$ cat src/rtl/uart_arb_pkg.sv
// Shared types and defaults for the uart_tx arbiter and its round-robin picker.
package uart_arb_pkg;

    typedef enum logic [1:0] {
        IDLE       = 2'd0,
        ISSUE      = 2'd1,
        WAIT_START = 2'd2,
        WAIT_DONE  = 2'd3
    } state_e;

    localparam int unsigned NUM_REQ_DEF      = 4;
    localparam int unsigned DATA_W_DEF       = 8;
    localparam int unsigned BUSY_TIMEOUT_DEF = 16;

    function automatic int unsigned grant_w(input int unsigned n);
        return $clog2(n);
    endfunction

endpackage

$ cat src/rtl/uart_rr_pick.sv
// Rotating-priority picker: first eligible requester scanning upward from i_ptr,
// restricted to i_owner while a message lock is held.
module uart_rr_pick
    import uart_arb_pkg::*;
#(
    parameter int unsigned NUM_REQ = NUM_REQ_DEF,
    parameter int unsigned GRANT_W = grant_w(NUM_REQ)
) (
    input  logic [NUM_REQ-1:0] i_valid,
    input  logic [GRANT_W-1:0] i_ptr,
    input  logic               i_lock,
    input  logic [GRANT_W-1:0] i_owner,
    output logic [NUM_REQ-1:0] o_onehot_c,
    output logic [GRANT_W-1:0] o_index_c,
    output logic               o_any_c
);

    logic [GRANT_W-1:0] w_scan;

    always_comb begin
        o_onehot_c = '0;
        o_index_c  = '0;
        o_any_c    = 1'b0;
        w_scan     = '0;
        for (int unsigned k = 0; k < NUM_REQ; k++) begin
            w_scan = GRANT_W'((32'(i_ptr) + k) % NUM_REQ);
            if (!o_any_c && i_valid[w_scan] && (!i_lock || (w_scan == i_owner))) begin
                o_any_c            = 1'b1;
                o_index_c          = w_scan;
                o_onehot_c[w_scan] = 1'b1;
            end
        end
    end

endmodule

$ cat src/rtl/uart_tx_arbiter.sv
// Shares one uart_tx between NUM_REQ byte producers: round-robin grant with a
// message lock, one-cycle tx_valid pulses, and a watchdog on the tx_busy rise.
module uart_tx_arbiter
    import uart_arb_pkg::*;
#(
    parameter  int unsigned NUM_REQ      = NUM_REQ_DEF,
    parameter  int unsigned DATA_W       = DATA_W_DEF,
    parameter  int unsigned BUSY_TIMEOUT = BUSY_TIMEOUT_DEF,
    localparam int unsigned GRANT_W      = grant_w(NUM_REQ)
) (
    input  logic                      clk,
    input  logic                      rst_n,
    input  logic [NUM_REQ-1:0]        req_valid,
    input  logic [NUM_REQ*DATA_W-1:0] req_data,
    input  logic [NUM_REQ-1:0]        req_last,
    output logic [NUM_REQ-1:0]        req_ready,
    output logic                      tx_valid,
    output logic [DATA_W-1:0]         tx_data,
    input  logic                      tx_busy,
    output logic [GRANT_W-1:0]        grant_id,
    output logic                      locked,
    output logic                      timeout_err
);

    localparam int unsigned WDOG_W = $clog2(BUSY_TIMEOUT + 1);

    state_e              r_state, w_state_nxt;
    logic                r_tx_valid, w_tx_valid_nxt;
    logic [DATA_W-1:0]   r_tx_data, w_tx_data_nxt;
    logic [GRANT_W-1:0]  r_grant_id, w_grant_id_nxt;
    logic [GRANT_W-1:0]  r_ptr, w_ptr_nxt;
    logic                r_locked, w_locked_nxt;
    logic                r_timeout_err, w_timeout_err_nxt;
    logic [WDOG_W-1:0]   r_wdog, w_wdog_nxt;

    logic [NUM_REQ-1:0]  w_win_onehot;
    logic [GRANT_W-1:0]  w_win_index;
    logic                w_win_any;
    logic                w_offer;
    logic                w_accept;

    function automatic logic [GRANT_W-1:0] ptr_after(input logic [GRANT_W-1:0] id);
        return (32'(id) == NUM_REQ - 1) ? '0 : id + GRANT_W'(1);
    endfunction

    uart_rr_pick #(
        .NUM_REQ (NUM_REQ),
        .GRANT_W (GRANT_W)
    ) u_pick (
        .i_valid    (req_valid),
        .i_ptr      (r_ptr),
        .i_lock     (r_locked),
        .i_owner    (r_grant_id),
        .o_onehot_c (w_win_onehot),
        .o_index_c  (w_win_index),
        .o_any_c    (w_win_any)
    );

    // Ready is offered only in IDLE with the serializer free and reset released.
    assign w_offer   = rst_n && (r_state == IDLE) && !tx_busy;
    assign req_ready = w_offer ? w_win_onehot : '0;
    assign w_accept  = w_offer && w_win_any;

    always_comb begin
        w_state_nxt       = r_state;
        w_tx_valid_nxt    = 1'b0;
        w_tx_data_nxt     = r_tx_data;
        w_grant_id_nxt    = r_grant_id;
        w_ptr_nxt         = r_ptr;
        w_locked_nxt      = r_locked;
        w_timeout_err_nxt = 1'b0;
        w_wdog_nxt        = r_wdog;
        unique case (r_state)
            IDLE: begin
                if (w_accept) begin
                    w_tx_data_nxt  = req_data[32'(w_win_index) * DATA_W +: DATA_W];
                    w_grant_id_nxt = w_win_index;
                    w_tx_valid_nxt = 1'b1;
                    w_locked_nxt   = !req_last[w_win_index];
                    if (req_last[w_win_index]) begin
                        w_ptr_nxt = ptr_after(w_win_index);
                    end
                    w_state_nxt = ISSUE;
                end
            end
            ISSUE: begin
                w_wdog_nxt  = '0;
                w_state_nxt = WAIT_START;
            end
            WAIT_START: begin
                if (tx_busy) begin
                    w_state_nxt = WAIT_DONE;
                end else if (r_wdog == WDOG_W'(BUSY_TIMEOUT - 1)) begin
                    // Serializer never started: drop the lock and move on.
                    w_timeout_err_nxt = 1'b1;
                    w_locked_nxt      = 1'b0;
                    w_ptr_nxt         = ptr_after(r_grant_id);
                    w_state_nxt       = IDLE;
                end else begin
                    w_wdog_nxt = r_wdog + WDOG_W'(1);
                end
            end
            WAIT_DONE: begin
                if (!tx_busy) begin
                    w_state_nxt = IDLE;
                end
            end
            default: w_state_nxt = IDLE;
        endcase
    end

    always_ff @(posedge clk) begin
        if (!rst_n) begin
            r_state       <= IDLE;
            r_tx_valid    <= 1'b0;
            r_tx_data     <= '0;
            r_grant_id    <= '0;
            r_ptr         <= '0;
            r_locked      <= 1'b0;
            r_timeout_err <= 1'b0;
            r_wdog        <= '0;
        end else begin
            r_state       <= w_state_nxt;
            r_tx_valid    <= w_tx_valid_nxt;
            r_tx_data     <= w_tx_data_nxt;
            r_grant_id    <= w_grant_id_nxt;
            r_ptr         <= w_ptr_nxt;
            r_locked      <= w_locked_nxt;
            r_timeout_err <= w_timeout_err_nxt;
            r_wdog        <= w_wdog_nxt;
        end
    end

    assign tx_valid    = r_tx_valid;
    assign tx_data     = r_tx_data;
    assign grant_id    = r_grant_id;
    assign locked      = r_locked;
    assign timeout_err = r_timeout_err;

endmodule

$ cat config.mk
export PLATFORM = sky130hd
export DESIGN_NAME = uart_tx_arbiter
export DESIGN_NICKNAME = d
export VERILOG_FILES = /design/src/rtl/uart_arb_pkg.sv /design/src/rtl/uart_rr_pick.sv /design/src/rtl/uart_tx_arbiter.sv
export SDC_FILE = /design/constraint.sdc
export NUM_CORES = 1
export LEC_CHECK = 0
export ABC_AREA = 1
export ABC_CLOCK_PERIOD_IN_PS = 3100
export CAP_MARGIN = 20
export CORE_MARGIN = 1.5
export CORE_UTILIZATION = 61
export CTS_BUF_LIST = sky130_fd_sc_hd__clkbuf_16
export CTS_CLUSTER_DIAMETER = 80
export DETAILED_ROUTE_END_ITERATION = 8
export DONT_BUFFER_PORTS = 1
export PLACE_DENSITY = 0.74
export RECOVER_POWER = 25
export SYNTH_ARGS = -nofsm -noshare
export SYNTH_HDL_FRONTEND = slang
export SYNTH_SLANG_ARGS = --single-unit
$ cat constraint.sdc
create_clock -name clk -period 3.1 [get_ports clk]
set_clock_uncertainty 0.1 [all_clocks]
set_input_delay 0.465 -clock clk [delete_from_list [all_inputs] [get_ports clk]]
set_output_delay 0.465 -clock clk [all_outputs]
set_load 0.03 [all_outputs]
==> metrics.cfg <==
[critical_path]
worstRegToRegCells = 19
cp_common_cell = nand2_1
setup.worst_path.class = flip-flop to output pin
timing.rr.start = r_ptr[0]
worstPathCellList = inv_8 > ha_1 > inv_2 > nand2_1 > nand2_1 > nand2_1 > nand2_1 > nand2_1 > inv_1 > nand4_1 > inv_2 > nand2_1 > a41oi_1 > buf_4
path_buf_inv = 5
cp_top_family = buffers and inverters
endpoint_kind = output pin
required_ps = 2530
r2r_end = tx_data[6]
crit_fanout = 13
cp.arrival_ps = 2270
regToRegSetupSlack_ps = 470
cpPeakStageDelay_ps = 390
critPathLaunchType = flip-flop
slowest_stage = ha_1

[clock_network]
cts_root_buffer = clkbuf_16
cts_tree = built
ctsHoldBuffers = 0
cts_max_level = 1
cts.clk_slew.worst_paths_ps = 60
numCtsBuffers = 3
max-clock-path-buffers = 2
clock-sinks = 22
insertion_delay_ps = 250

[global_routing]
track_usage_pct = 27.08
grt_max_degree = 23
first_global_vias = 1717
grt.overflow.total = 0
antenna_found_initial = 0
grt_pass1_wl_um = 7445

[finish]
regArea_um2 = 441.7
fin_nets = 379
diodes = 0
fill_cells = 291
area_growth_syn_to_layout_pct = 7.189
multi_input_area_um2 = 1267
drive_gt1_share_pct = 14.20
final_util_pct = 68.39
design_area_um2 = 2071

[routing]
drcViolationCount = 0
drtPass1Iterations = 4
met1Wirelength_um = 1983
top_layer_used = met4
vias = 1930
ant_nets = 0
wl_met3_um = 312
wl_um = 4387
wl_met2_um = 2028
drt_iter0_drc = 165
routedWlPerCell_um = 11.92
vias_per_cell = 5.245

[die]
die_w_um = 59.28
dieArea_um2 = 3514
core_um2 = 3028
initial_utilization_pct = 63.80
die_height_um = 59.28
num_rows = 20
ios = 60

[sta]
rsz0062_at_grt = no
worst-slew-pin-transition_ps = 604.8
holdWs_ps = 236.5
fin_tns_setup_ps = 0
finalCritPeriodShare_pct = 91.34
hold_viol = 0
slew_viol_final = 0
setup_violations = 0
slew_headroom_pct = 59.62
fmax_mhz = 353.2
final.min_clock_period_ps = 2832

[synth]
synth_nets = 373
ys_seq_elements = 22
synth_cells = 319
synthesis.area_um2 = 1932
yosysUniqueCellTypes = 32
yosysSeqAreaShare_pct = 22.80
synth-edff-count = 0
yosys_warnings = 0
synth-async-reset-ratio_pct = 0
synth_flop_cell = dfxtp_1
syn_area_per_cell_um2 = 6.056

[worst_hold_path]
hp-start = rst_n
hold_path_class = primary input to flip-flop
hold_path_depth = 2
hold_path_end = r_ptr[0]

[placed_design]
gp_congestion = 0.9379
port_buffers = 0
placed_area_um2 = 1991
hpwl_um = 3387

[pwr]
vdd_ir_drop_max_uv = 562.5
powerDensity_nw_per_um2 = 1028
finalPower_mw = 2.129
leakage_nw = 1.015

[status]
outcome = complete, no violations

[flow_run]
max_cap_viol_count = 0

## area by class of cell
cell class                 instances  share of cell area, %
inverter                          38                  7.372
multi-input combinational        250                  61.21
tap                               44                  2.659
clock buffer                       3                  3.625
timing repair buffer              10                  3.625
sequential                        22                  21.33
clock inverter                     1                 0.1813
## power breakdown
part	internal (mW)	leakage, nW	switching (mW)
Clock	0.172	0.0385	0.0975
Sequential	0.352	0.180	0.139
Combinational	0.450	0.796	0.919
## timing repair
action	4_1_cts	5_1_grt
buffers inserted	0	0
resized for setup	0	2
setup endpoints to repair	0	4
## layout by cell type (no fill, tap or decap), types with 2 or more instances in the layout
cell type / netlist / routed
a21oi_1: 8 / 8
a21oi_2: 2 / 2
a31oi_1: 3 / 3
a41oi_1: 4 / 4
buf_4: 1 / 10
clkbuf_16: 0 / 3
clkinv_1: 1 / 2
dfxtp_1: 22 / 21
ha_1: 11 / 11
inv_1: 29 / 28
inv_2: 6 / 7
nand2_1: 100 / 100
nand2_2: 12 / 12
nand2_4: 2 / 2
nand3_1: 22 / 22
nand3_2: 3 / 3
nand4_1: 2 / 2
nor2_1: 42 / 42
o21ai_0: 5 / 5
o21ai_1: 25 / 25
o22ai_1: 2 / 2
## registers in the layout (all words and copies together), names as in the netlist
register     count
r_state          2
grant_id         2
r_wdog           5
timeout_err      1
r_ptr            2
tx_data          8
tx_valid         1
locked           1
## metal layers
| layer | track usage (%) | vias to the layer above |
|---|---|---|
| li1 | - | 1030 |
| met1 | 35.04 | 837 |
| met2 | 45.37 | 57 |
| met3 | 5.459 | 6 |
| met4 | 7.792 | 0 |
| met5 | 0 | - |
## synth_stat cells, types with 4 or more instances
cell     number  area share [%]
a41oi_1       4             1.8
buf_6         4             2.3
inv_1        29             5.6
dfxtp_1      22              23
nand2_1     100              19
nor2_1       42             8.2
ha_1         11             7.1
nand2_2      12             3.9
o21ai_1      25             6.5
a21oi_1       8             2.1
nand3_1      22             5.7
o21ai_0       5             1.3
inv_2         6             1.2
## worst register-to-register path, stage by stage, from the launching register on
cell and delay [ps]:
dfxtp_2 380, inv_8 70, ha_1 410, inv_2 90
nand2_1 70, nand2_1 50, nand2_2 70, nand2_1 60
nand2_2 140, nand2_2 80, nor2_4 110, nand3_4 90
nand2_4 220, inv_2 180, nand2_1 100, nand2_1 50
nand2_1 50, o21ai_1 60, o21ai_1 110, inv_1 50
## metrics by stage
step | worst slack (ps) | std cells
after global routing | 25.94 | 368
after CTS | 165.6 | 368
final | 268.4 | 368
after detailed placement | 388.7 | 364
after global placement | 434.7 | 364
after floorplan | 284.3 | 319
## logic make-up (layout without fill, tap and decap cells)
family	Yosys count	count (layout)	synth area share (%)
adder cells (fa/ha/maj)	11	11	7.124
AND/OR/NAND/NOR	188	188	43.01
AO/OA/AOI/OAI	50	50	15.03
buffers and inverters	47	52	11.59
flip-flops	22	22	22.80
XOR/XNOR	1	1	0.4535
## worst max path at each step
stage / from / depth (start not counted) / to / slack (ps)
finish: r_ptr[0] / 14 / req_ready[3] / 270
floorplan: r_ptr[0] / 14 / req_ready[0] / 280
global route: r_ptr[0] / 14 / req_ready[2] / 30
global placement: r_ptr[0] / 14 / req_ready[2] / 430
detailed placement: r_ptr[0] / 19 / tx_data[1] / 390
CTS: r_ptr[0] / 14 / req_ready[2] / 170
(Power assumes the default switching activity.)
